$ cat src/rtl/mioc_dram_seq.sv
// mioc_dram_seq: MIOC DRAM RAS/MUX/CAS sequencer with RAS-only refresh; `MIOC_DRAM_WAIT_EN adds WAIT_REQ_N
module mioc_dram_seq #(
  parameter int RAS_TO_MUX = 1,
  parameter int MUX_TO_CAS = 1,
  parameter int PRECHARGE  = 2,
  parameter int RFSH_RAS   = 2
) (
  input  logic B_PHI,
  input  logic RST,
  input  logic BMREQ_N,
  input  logic BRFSH_N,
  input  logic BRD_N,
  input  logic N_BWR,
  input  logic MEM_EN,
  input  logic BA7,
  input  logic BA14,
  input  logic BA15,
  output logic RAS_N,
  output logic MUX,
  output logic CAS1_N,
  output logic CAS2_N,
`ifdef MIOC_DRAM_WAIT_EN
  output logic WAIT_REQ_N,
`endif
  output logic RA7
);
  typedef enum logic [2:0] {IDLE, ROW, COL, CAS, RFSH, PRE} state_t;
  localparam logic [2:0] RAS_TO_MUX_L = 3'(RAS_TO_MUX - 1);
  localparam logic [2:0] MUX_TO_CAS_L = 3'(MUX_TO_CAS - 1);
  localparam logic [2:0] PRECHARGE_L  = 3'(PRECHARGE - 1);
  localparam logic [2:0] RFSH_RAS_L   = 3'(RFSH_RAS - 1);
  state_t state_q, state_d;
  logic ras_n_q, ras_n_d, mux_q, mux_d, cas1_n_q, cas1_n_d, cas2_n_q, cas2_n_d;
  logic bank_q, bank_d, rfsh_msb_q, rfsh_msb_d, go_pre;
  logic [2:0] cnt_q, cnt_d;
  logic [6:0] rfsh_cnt_q, rfsh_cnt_d;
`ifdef MIOC_DRAM_WAIT_EN
  logic wait_req_n_q, wait_req_n_d;
`endif
  // next-state and strobe computation; every exit to PRE is funnelled through go_pre
  always_comb begin
    state_d = state_q;
    ras_n_d = ras_n_q;
    mux_d = mux_q;
    cas1_n_d = cas1_n_q;
    cas2_n_d = cas2_n_q;
    bank_d = bank_q;
    cnt_d = cnt_q;
    rfsh_cnt_d = rfsh_cnt_q;
    rfsh_msb_d = rfsh_msb_q;
    go_pre = 1'b0;
    case (state_q)
      IDLE:
        if (!BMREQ_N && !BRFSH_N) begin
          state_d = RFSH;
          ras_n_d = 1'b0;
          cnt_d = RFSH_RAS_L;
          rfsh_cnt_d = rfsh_cnt_q + 7'd1;
          rfsh_msb_d = rfsh_msb_q ^ (&rfsh_cnt_q);
        end else if (!BMREQ_N && MEM_EN) begin
          state_d = ROW;
          ras_n_d = 1'b0;
          bank_d = BA15;
          cnt_d = RAS_TO_MUX_L;
        end
      ROW:
        if (cnt_q == 3'd0) begin
          state_d = COL;
          mux_d = 1'b1;
          cnt_d = MUX_TO_CAS_L;
        end else cnt_d = cnt_q - 3'd1;
      COL:
        if (BMREQ_N) go_pre = 1'b1;
        else if (cnt_q != 3'd0) cnt_d = cnt_q - 3'd1;
        else if (!BRD_N || !N_BWR) begin
          state_d = CAS;
          cas1_n_d = bank_q;
          cas2_n_d = !bank_q;
        end
      CAS: go_pre = BMREQ_N;
      RFSH:
        if (cnt_q != 3'd0) cnt_d = cnt_q - 3'd1;
        else go_pre = BMREQ_N;
      PRE:
        if (cnt_q == 3'd0) state_d = IDLE;
        else cnt_d = cnt_q - 3'd1;
      default: state_d = IDLE;
    endcase
    if (go_pre) begin
      state_d = PRE;
      ras_n_d = 1'b1;
      mux_d = 1'b0;
      cas1_n_d = 1'b1;
      cas2_n_d = 1'b1;
      cnt_d = PRECHARGE_L;
    end
  end
`ifdef MIOC_DRAM_WAIT_EN
  // hold off a DRAM request that arrives during precharge until the sequencer can start it
  always_comb begin
    wait_req_n_d = wait_req_n_q;
    if (state_q == PRE && !BMREQ_N && MEM_EN) wait_req_n_d = 1'b0;
    if (state_q == IDLE && state_d != IDLE) wait_req_n_d = 1'b1;
  end
  // wait request register
  always_ff @(posedge B_PHI or posedge RST)
    if (RST) wait_req_n_q <= 1'b1;
    else wait_req_n_q <= wait_req_n_d;
  assign WAIT_REQ_N = wait_req_n_q;
`endif
  // sequencer state and registered strobes; reset drops every strobe immediately
  always_ff @(posedge B_PHI or posedge RST)
    if (RST) begin
      state_q <= IDLE;
      ras_n_q <= 1'b1;
      mux_q <= 1'b0;
      cas1_n_q <= 1'b1;
      cas2_n_q <= 1'b1;
      bank_q <= 1'b0;
      cnt_q <= 3'd0;
      rfsh_cnt_q <= 7'd0;
      rfsh_msb_q <= 1'b0;
    end else begin
      state_q <= state_d;
      ras_n_q <= ras_n_d;
      mux_q <= mux_d;
      cas1_n_q <= cas1_n_d;
      cas2_n_q <= cas2_n_d;
      bank_q <= bank_d;
      cnt_q <= cnt_d;
      rfsh_cnt_q <= rfsh_cnt_d;
      rfsh_msb_q <= rfsh_msb_d;
    end
  assign RAS_N = ras_n_q;
  assign MUX = mux_q;
  assign CAS1_N = cas1_n_q;
  assign CAS2_N = cas2_n_q;
  assign RA7 = (state_q == RFSH) ? rfsh_msb_q : (mux_q ? BA14 : BA7);
endmodule
$ cat config.mk
export PLATFORM = sky130hd
export DESIGN_NAME = mioc_dram_seq
export DESIGN_NICKNAME = d
export VERILOG_FILES = /design/src/rtl/mioc_dram_seq.sv
export SDC_FILE = /design/constraint.sdc
export NUM_CORES = 1
export LEC_CHECK = 0
export CAP_MARGIN = 20
export CORE_UTILIZATION = 25
export CTS_BUF_LIST = sky130_fd_sc_hd__clkbuf_8 sky130_fd_sc_hd__clkbuf_16
export CTS_CLUSTER_SIZE = 25
export DETAILED_ROUTE_END_ITERATION = 6
export GPL_TIMING_DRIVEN = 0
export PLACE_DENSITY = 0.44
export SETUP_SLACK_MARGIN = 0.15
export SYNTH_ARGS = -nofsm -noshare
export SYNTH_HDL_FRONTEND = slang
export SYNTH_SLANG_ARGS = --single-unit
$ cat constraint.sdc
create_clock -name B_PHI -period 3.05 [get_ports B_PHI]
set_input_delay 0.7625 -clock B_PHI [delete_from_list [all_inputs] [get_ports B_PHI]]
set_output_delay 0.7625 -clock B_PHI [all_outputs]
set_load 0.02 [all_outputs]
==> parameters.txt <==
Parameter                              Value

Floorplanning
  Die W ... about 70 µm
  Die ar. ... approximately 4900 µm²
  Vertical die dimension ... 70.2 µm
  Core outline area ... ~4400 µm²
  I/O pin cnt ... 15
  Standard-cell row count ... 24
  Initial standard-cell utilization of the core ... a little over a quarter

Global route
  Met3 Track Usage GR ... between 3 and 4%
  Global route total overflow ... 0
  Met2 track demand over resource in global routing ... roughly 17%
  Number of antenna violations at the first check in global routing ... 0
  Via count of the first global-routing pass ... between 900 and 1,000
  Busiest grt layer ... met1
  All-layer global routing usage ... between 10% and 20%
  Met1 Resource Use GR ... 17.4%
  First-pass GRT wire length ... 4670 µm
  Largest net degree at the start of global routing ... 20

Logic synthesis
  Post-synth net total ... 137
  Yosys reg bits ... 19
  Yosys Warn Count ... 0
  Cell taking the most area after synthesis ... dfrtp_1
  Number of library cell types mapped by synthesis ... slightly below 50
  Share of synthesized flip-flops with an asynchronous set or reset ... between 90% and 100%
  Syn Inst Count ... approximately 120
  Average size of a mapped cell ... around 9.5 µm²
  Post-synth top area share ... about a third
  Most area-consuming cells after synthesis ... dfrtp_1 (34%), dfstp_2 (6.8%), ha_1 (4.3%)
  Most used flip-flop cell after synthesis ... dfrtp_1
  Cell area after synthesis ... between 1000 and 1500 µm²
  Number of flops mapped to enable cells by yosys ... 0
  Sequential element share of the synthesized area ... 41.2%

Layout
  P&R area growth vs syn ... 21.2%
  Nets ... around 150
  FF+latch area ... between 400 and 500 µm²
  Count of antenna diodes in the layout ... 0
  Fraction of final layout cells sized beyond drive strength 1 ... between 10% and 20%
  Total of fill cells in the finished design ... 461
  Final Instance Count excl. Fillers ... 191
  Total area of multi-input combinational cells ... approximately 620 µm²

CTS
  TritonCTS clock tree ... built
  Clock buffers created by TritonCTS ... 3
  Clk_lat worst skew ... 0.26 ns
  Clock tree root driver cell ... clkbuf_8
  Level count of the clock H-tree ... 1
  Maximum buffer depth of the clock tree ... 2
  CTS Hold Bufs ... 0
  Clk sinks ... 19
  Clock Pin Slew Worst Setup and Hold Paths ... approximately 0.07 ns

STA
  Fmax ... 355 MHz
  Post-route clock skew ... 0.00135 ns
  Final Max Slew Viols ... 0
  Relative slew margins ... a little under half
  Fin. Hold Viols ... 0
  Setup_tns ... 0 ns
  # setup viols final ... 0
  RSZ-0062 raised after global routing ... false
  Minimum hold slack ... ~0.41 ns
  Slew of the pin with the lowest slew margin ... between 0.7 and 0.8 ns
  Share of the clock period used by the worst path ... between 90 and 100%
  Minimum clock period ... 2.81 ns
  Worst Setup Slack, final ... 0.235 ns

Run
  Number of violations of the max-capacitance limit ... 0

Detailed routing
  Number of DRC markers in iteration 0 ... 22
  Number of remaining DRC errors ... 0
  Via count of the routed design ... approximately 950
  Detailed-route vias per instance ... approximately 5
  Detailed Route WL ... roughly 2600 µm
  Per-cell routed wire length ... ~14 µm
  ANT nets after route ... 0
  Number of search-and-repair iterations in the first detailed-routing pass ... 4

Setup path
  Worst path slowest cell ... clkdlybuf4s50_1
  Critical path's most frequent cell ... clkdlybuf4s50_1
  CP Cell Sequence ... clkdlybuf4s50_1, mux2i_1, nor2_1, a21o_1, clkdlybuf4s50_1
  Endpoint arrival time on the critical path ... 2.05 ns
  Critical path fanouts, max ... 1
  Startpoint types ... primary input
  Type of the worst setup path ... in -> out
  Endpoint required time on the critical path ... approximately 2.3 ns
  Peak per-stage delay on the critical path ... 0.59 ns
  Kind of end point of the critical path ... primary output

Pwr
  Leakage Power ... around 0.61 nW
  Pwr Density ... between 800 and 900 nW/µm²
  Power consumption ... 1.19 mW
  Peak VDD IR ... between 0.3 and 0.4 mV

Min path
  Class of the worst hold path ... reg -> reg

Outcome
  Outcome ... finished, final reports clean

Placement
  Number of port buffers ... 13
  Setup slack after placement ... ~0.24 ns
  Final Wtd Congestion ... approximately 0.77
  Detail Placement HPWL ... 1920 µm
  Placed cell count ... 188
-- path summary, 6_finish.rpt --
| path | end | cells past startpoint | slack [ns] | startpoint |
|---|---|---|---|---|
| max in group asynchronous | rfsh_msb_q | 2 | 1.62 | RST |
| hold / removal | CAS2_N | 1 | 0.41 | bank_q |
| hold reg to reg | CAS2_N | 1 | 0.41 | bank_q |
| setup / recovery | RA7 | 5 | 0.24 | BA14 |
| setup reg to reg | cnt_q[0] | 8 | 1.00 | cnt_q[0] |
| min in group asynchronous | rfsh_cnt_q[0] | 2 | 0.94 | RST |
-- Yosys cell counts, types with 2 or more instances --
master and number:
dfrtp_1 16, nand2_1 11, inv_1 10, nor2_1 8
a21oi_1 6, o21ai_0 6, ha_1 4, xnor2_1 4
clkbuf_1 3, dfstp_2 3, mux2i_1 3, nor3_1 3
xor2_1 3, buf_2 2, nand2b_1 2, nand3_1 2
nand3b_1 2, nor2b_1 2, o21a_1 2, o31ai_1 2
-- where the power goes --
part | switching, mW | internal, mW | total, mW
Clock | 0.0888 | 0.0898 | 0.179
Combinational | 0.318 | 0.272 | 0.590
Sequential | 0.0711 | 0.353 | 0.424
-- registers in the layout (all words and copies together) (netlist names) --
signal,flops
cnt_q,3
rfsh_msb_q,1
bank_q,1
RAS_N,1
state_q,3
CAS1_N,1
CAS2_N,1
rfsh_cnt_q,7
MUX,1
-- kinds of logic (layout without fill, tap and decap cells) --
kind of cell | Yosys count | after routing | share of synthesized area, %
AOI/OAI and AO/OA | 30 | 30 | 18.3
buffers and inverters | 17 | 33 | 6.34
DFF | 19 | 19 | 41.2
muxes | 4 | 4 | 3.55
adders and majority gates | 4 | 4 | 4.30
xor gates and xnor gates | 7 | 7 | 5.27
and+or+nand+nor | 42 | 42 | 21.1
-- through the flow --
stage	cell area, µm²	utilization [%]
final	1410	31.9
after global routing	1410	31.9
after CTS	1410	31.8
after detailed placement	1360	30.8
after global placement	1360	30.8
after floorplan	1160	-
-- per-layer routing --
metal	vias up	routed length (µm)
met1	462	1340
met2	20	1100
met4	0	49
met5	-	0
met3	4	104
li1	468	-
-- cell usage in the layout, fill, tap and decap left out, types with 3 or more instances in the layout --
cell / instances
mux2i_1: 3
nor2_1: 8
nand2_1: 11
dfstp_2: 3
o21ai_0: 6
clkbuf_8: 3
dfrtp_1: 16
ha_1: 4
clkdlybuf4s50_1: 13
xnor2_1: 4
xor2_1: 3
inv_1: 11
a21oi_1: 6
-- repair_timing --
action | 4_1_cts | 5_1_grt
resized for setup | 1 | 5
setup endpoints to repair | 1 | 1
buffers inserted | 0 | 0
hold endpoints to repair | 0 | 0
cloned | 0 | 0
-- worst max-delay path, delay by kind of cell --
| family | cells | cell delay [ns] |
|---|---|---|
| buffers and inverters | 2 | 1.05 |
| AOI/OAI and AO/OA | 1 | 0.09 |
| and+or+nand+nor | 1 | 0.09 |
| muxes | 1 | 0.06 |
-- cell type report --
class / instances / area share (%)
timing repair buffer: 13 / 9.23
clock buffer: 3 / 2.93
tap: 52 / 4.61
multi-input combinational: 87 / 43.7
sequential: 19 / 34.0
buffer: 5 / 2.40
clock inverter: 1 / 0.266
inverter: 11 / 2.93
No activity file was read; power rests on OpenSTA's default activity.
